<file path="src/rtl/fifo_rd_stream_if.sv">
// Valid/ready output stream carrying drained FIFO nibbles to the datapath.
// The master drives data and valid; the slave drives ready.
interface fifo_rd_stream_if #(
  parameter int WIDTH = 4
);
  logic [WIDTH-1:0] OutData;
  logic             OutValid;
  logic             OutReady;

  modport master (output OutData, output OutValid, input OutReady);
  modport slave  (input OutData, input OutValid, output OutReady);
endinterface

</file>
<file path="src/rtl/fifo_rd_stream.sv">
// FIFO drain into a valid/ready stream through a 2-entry skid buffer, with parity check and word counter.
// Latency: RdReq in cycle N gives OutValid in N+2; backpressure: reads stop once buffered + in-flight reaches 2.
module fifo_rd_stream #(
  parameter int WIDTH = 4,
  parameter int CNTW  = 16
) (
  input  logic             Clock,
  input  logic             Aclr_n,
  input  logic             Enable,
  input  logic             Empty,
  input  logic [WIDTH-1:0] Q,
  input  logic             EDO,
  output logic             RdReq,
  input  logic             ErrClr,
  output logic             ParErr,
  output logic [CNTW-1:0]  WordCnt,
  fifo_rd_stream_if.master out_stream
);

  localparam logic [CNTW-1:0] CNT_ONE = {{(CNTW-1){1'b0}}, 1'b1};

  logic [1:0]       occ;
  logic             inflight;
  logic             head;
  logic [WIDTH-1:0] entry [2];

  logic             pop;
  logic             wr_idx;
  logic             par_bad;
  logic [2:0]       credit_sum;

  assign pop        = out_stream.OutValid & out_stream.OutReady;
  assign credit_sum = {1'b0, occ} + {2'b00, inflight} - {2'b00, pop};
  assign RdReq      = Aclr_n & Enable & ~Empty & (credit_sum < 3'd2);

  // Tail is head + occ; with occ == 2 and a pop this lands on the slot being freed.
  assign wr_idx  = head ^ occ[0];
  assign par_bad = inflight & (EDO != (^Q));

  assign out_stream.OutValid = (occ != 2'd0);
  assign out_stream.OutData  = entry[head];

  // Parity is judged at capture time, so only the data nibble needs to be buffered.
  always_ff @(posedge Clock or negedge Aclr_n) begin
    if (!Aclr_n) begin
      occ      <= 2'd0;
      inflight <= 1'b0;
      head     <= 1'b0;
      entry[0] <= '0;
      entry[1] <= '0;
      ParErr   <= 1'b0;
      WordCnt  <= '0;
    end else begin
      inflight <= RdReq;
      if (inflight) begin
        entry[wr_idx] <= Q;
      end
      if (pop) begin
        head    <= ~head;
        WordCnt <= WordCnt + CNT_ONE;
      end
      case ({inflight, pop})
        2'b10:   occ <= occ + 2'd1;
        2'b01:   occ <= occ - 2'd1;
        default: occ <= occ;
      endcase
      if (par_bad) begin
        ParErr <= 1'b1;
      end else if (ErrClr) begin
        ParErr <= 1'b0;
      end
    end
  end

  // The credit rule must make a capture into a full buffer without a pop impossible.
  assert property (@(posedge Clock) disable iff (!Aclr_n)
                   !(inflight && (occ == 2'd2) && !pop));

endmodule
</file>
<file path="src/flat_wrapper.sv">
// flat-port wrapper written by rule: the top's interface ports become plain ports
module fifo_rd_stream_flat 
#(
  parameter int WIDTH = 4,
  parameter int CNTW  = 16
)
  (Clock, Aclr_n, Enable, Empty, Q, EDO, RdReq, ErrClr, ParErr, WordCnt, out_stream_OutData, out_stream_OutValid, out_stream_OutReady);
  fifo_rd_stream_if #(.WIDTH(WIDTH)) out_stream_i ();
  input  logic Clock;
  input  logic Aclr_n;
  input  logic Enable;
  input  logic Empty;
  input  logic [WIDTH-1:0] Q;
  input  logic EDO;
  output logic RdReq;
  input  logic ErrClr;
  output logic ParErr;
  output logic [CNTW-1:0] WordCnt;
  output wire logic [$bits(out_stream_i.OutData)-1:0] out_stream_OutData;
  output wire logic [$bits(out_stream_i.OutValid)-1:0] out_stream_OutValid;
  input wire logic [$bits(out_stream_i.OutReady)-1:0] out_stream_OutReady;
  assign out_stream_OutData = out_stream_i.OutData;
  assign out_stream_OutValid = out_stream_i.OutValid;
  assign out_stream_i.OutReady = out_stream_OutReady;
  fifo_rd_stream #(.WIDTH(WIDTH), .CNTW(CNTW)) u_core (.Clock(Clock), .Aclr_n(Aclr_n), .Enable(Enable), .Empty(Empty), .Q(Q), .EDO(EDO), .RdReq(RdReq), .ErrClr(ErrClr), .ParErr(ParErr), .WordCnt(WordCnt), .out_stream(out_stream_i));
endmodule
</file>
<file path="config.mk">
export PLATFORM = sky130hd
export DESIGN_NAME = fifo_rd_stream_flat
export DESIGN_NICKNAME = d
export VERILOG_FILES = /design/src/rtl/fifo_rd_stream_if.sv /design/src/rtl/fifo_rd_stream.sv /design/src/flat_wrapper.sv
export SDC_FILE = /design/constraint.sdc
export NUM_CORES = 1
export LEC_CHECK = 0
export ABC_AREA = 0
export BUFFER_PORTS_ARGS = -buffer_cell sky130_fd_sc_hd__buf_2
export CORE_MARGIN = 8
export CORE_UTILIZATION = 52
export DETAILED_ROUTE_END_ITERATION = 10
export GPL_TIMING_DRIVEN = 0
export PLACE_DENSITY = 0.78
export SLEW_MARGIN = 10
export SYNTH_ARGS = -nofsm -noshare
export SYNTH_HDL_FRONTEND = slang
export SYNTH_SLANG_ARGS = --single-unit
</file>
<file path="constraint.sdc">
create_clock -name Clock -period 2.3 [get_ports Clock]
set_input_delay 0.345 -clock Clock [delete_from_list [all_inputs] [get_ports Clock]]
set_output_delay 0.345 -clock Clock [all_outputs]
set_load 0.005 [all_outputs]
</file>
==> results.json <==
{
  "gp_congestion": 0.719,
  "drive_gt1_share_pct": 45.7,
  "violations": "negative setup slack",
  "post-place-ws_ps": -3.59,
  "worst_pin_slew_ps": 655,
  "synthCells": 116,
  "wirelength_um": 2970,
  "cts.sinks": 29,
  "overflow": 0,
  "numCtsBuffers": 5,
  "io_buffers": 33,
  "die_y_um": 68.5,
  "antenna_found_initial": 0,
  "htreeDepth": 2,
  "antenna_cells": 0,
  "whs_ps": 24.6,
  "p_leak_nw": 0.906,
  "worstPathRequired_ps": 1960,
  "place_area_um2": 1640,
  "hold_viol": 0,
  "ctsHoldBuffers": 0,
  "grt_max_degree": 31,
  "power_frac_clock_pct": 19.5,
  "worstSetupEndpointType": "output port",
  "die_w_um": 68.5,
  "ios": 34,
  "synth_mux_area_share_pct": 11.3,
  "crit_chain": "buf_6 > nor2_4 > a21oi_2 > nand2b_4 > fa_1 > nand4b_1 > nor2_2 > buf_2",
  "synth-compound-area-share_pct": 4.81,
  "nets": 176,
  "finalMaxSlewViolations": 0,
  "drc": 0,
  "hold_path.class": "primary input to asynchronous set/reset pin",
  "combPwrFrac_pct": 32.1,
  "crit_path_start_kind": "register",
  "clk_path_buf_depth": 2,
  "initial_core_util_pct": 53.3,
  "avgSynthCellArea_um2": 12.3,
  "synth_seq_area_share_pct": 50.7,
  "cts_tree": "built",
  "area_delta_synth_final_pct": 23.8,
  "switching_share_pct": 30.8,
  "synth_top_family_by_area": "XOR/XNOR gates",
  "path_clk_slew_ps": 100,
  "num_vias": 987,
  "setup_ws_ps": -95.8,
  "synth_area_um2": 1430,
  "wl_per_cell_um": 15.2,
  "grt_pass1_wl_um": 4930,
  "first_global_vias": 1040,
  "ys.flop_type": "dfrtp_1",
  "core_area_um2": 2690,
  "synth_warnings": 0,
  "ant_nets": 0,
  "grt_use_total_pct": 14.3,
  "finalInstanceArea_um2": 1770,
  "synth_cell_types": 26,
  "first_pass_iters": 5,
  "slowest_delay_ps": 510,
  "synth-edff-count": 0,
  "dieArea_um2": 4690,
  "power_mw": 1.50,
  "crit_fanout": 8,
  "drtIter0Drc": 25,
  "status": "finished with violations",
  "power_density_nw_per_um2": 845,
  "post-dp-hpwl_um": 2110,
  "crit_arrival_ps": 2050,
  "path_class": "register to output port",
  "cp_slowest_cell": "fa_1",
  "clk_latency_ps": 330,
  "synth_adder_area_share_pct": 2.27,
  "setup-tns-final_ps": -95.8,
  "synth-xor-area-share_pct": 14.1,
  "cts_root_buf": "clkbuf_4",
  "p_sw_mw": 0.461,
  "num_rows": 19,
  "rsz0062_at_grt": "true",
  "synth-seq-cells": 29,
  "drv_cap": 0,
  "min_period_over_period_pct": 104,
  "synthArstFlopShare_pct": 100,
  "fmax_mhz": 417,
  "ir_drop_mv": 0.867,
  "setup-violations-final": 1,
  "viasPerCell": 5.06,
  "skew_ps": 15.5,
  "p_int_mw": 1.04,
  "relSlewSlack_pct": 56.3,
  "syn_nets": 129,
  "synthSimpleGateAreaFrac_pct": 12.7,
  "seqPwrFrac_pct": 48.4,
  "min_period_ps": 2400
}
==> placed cells by master, fill, tap and decap left out, drive strengths merged <==
cell type	Yosys	layout
a21oi	3	3
and3	2	2
buf	4	44
clkbuf	0	6
clkinv	0	2
dfrtp	29	29
fa	1	1
ha	1	1
inv	5	5
mux2	13	13
nand2	10	10
nand2b	1	1
nand3	5	5
nand4	1	1
nand4b	1	1
nor2	4	4
nor3	7	7
o2111ai	1	1
o211ai	1	1
o22ai	1	1
or2	3	3
xnor2	15	15
xor2	8	8
==> registers in the layout, indices dropped and copies added (netlist names) <==
name and flops:
u_core.ParErr 1, u_core.occ 2, u_core.WordCnt 16, u_core.head 1
u_core.entry 8, u_core.inflight 1
==> worst paths after layout <==
check                                                from                              to  slack, ps  cells past startpoint
max                             u_core.occ[0]$_DFFE_PN0P_                           RdReq       -100                      8
min                                                Aclr_n  u_core.WordCnt[11]$_DFFE_PN0P_         20                      1
max reg2reg                     u_core.occ[0]$_DFFE_PN0P_       u_core.inflight$_DFF_PN0_        440                      9
min reg2reg                u_core.WordCnt[15]$_DFFE_PN0P_  u_core.WordCnt[15]$_DFFE_PN0P_        470                      1
max in group asynchronous                          Aclr_n     u_core.entry[2]$_DFFE_PN0P_       1830                      1
min in group Clock                                 ErrClr       u_core.ParErr$_DFFE_PN0P_        210                      2
==> per-stage QoR <==
stage / instances / utilization, %
floorplan: 116 / -
global placement: 180 / 60.9
detailed placement: 180 / 60.9
CTS: 192 / 64.6
global route: 195 / 66.0
finish: 195 / 66.0
==> synth_stat cells, types with 2 or more instances <==
| master | n | area, µm² |
|---|---|---|
| mux2_2 | 9 | 101 |
| nand3_1 | 5 | 25.0 |
| nor3_1 | 5 | 25.0 |
| nor2_1 | 4 | 15.0 |
| inv_1 | 5 | 18.8 |
| and3_1 | 2 | 12.5 |
| mux2_4 | 4 | 60.1 |
| dfrtp_1 | 29 | 726 |
| a21oi_1 | 3 | 15.0 |
| xnor2_1 | 15 | 131 |
| xor2_1 | 8 | 70.1 |
| buf_6 | 3 | 33.8 |
| nand2_1 | 10 | 37.5 |
| or2_2 | 2 | 12.5 |
==> power by group through the flow <==
stage / Clock (mW) / Combinational, mW / Sequential, mW
floorplan: 0 / 0.314 / 0.716
global placement: 0 / 0.461 / 0.717
detailed placement: 0 / 0.479 / 0.734
CTS: 0.302 / 0.487 / 0.724
global route: 0.330 / 0.527 / 0.742
finish: 0.292 / 0.481 / 0.724
==> routing by layer <==
metal  up-vias  wire length, µm  track usage, %  part of all wire, %
met5         -                0               0                    0
met4         0               31            3.84                  1.0
met3         5              188            6.06                  6.3
met2        21             1570            23.9                   53
met1       479             1180            16.3                   40
li1        482                -               -                    -
==> repair_timing <==
| item | 4_1_cts | 5_1_grt |
|---|---|---|
| pin swaps | 2 | 4 |
| buffers inserted | 4 | 3 |
| setup endpoints to repair | 1 | 1 |
| gates resized for setup | 5 | 3 |
==> logic make-up after synthesis <==
| family | after synthesis |
|---|---|
| DFF | 29 |
| buffers and inverters | 9 |
| muxes | 13 |
| xor gates and xnor gates | 23 |
| AOI/OAI and AO/OA | 6 |
| adders and majority gates | 2 |
| and+or+nand+nor | 34 |
==> worst max-delay path: cells and delay by family (launching register included) <==
| family | cells | cell delay (ps) |
|---|---|---|
| AO/OA/AOI/OAI | 1 | 40 |
| adder cells (fa/ha/maj) | 1 | 510 |
| buffers and inverters | 2 | 270 |
| flip-flops | 1 | 380 |
| AND/OR/NAND/NOR | 4 | 530 |
==> area by class of cell <==
class | count | area, µm²
clock buffer | 6 | 41.3
fill | 216 | 915
sequential | 29 | 726
buffer | 4 | 45.0
clock inverter | 2 | 10.0
timing repair buffer | 40 | 218
multi-input combinational | 78 | 674
tap | 31 | 38.8
inverter | 5 | 18.8
(Power assumes the default switching activity.)
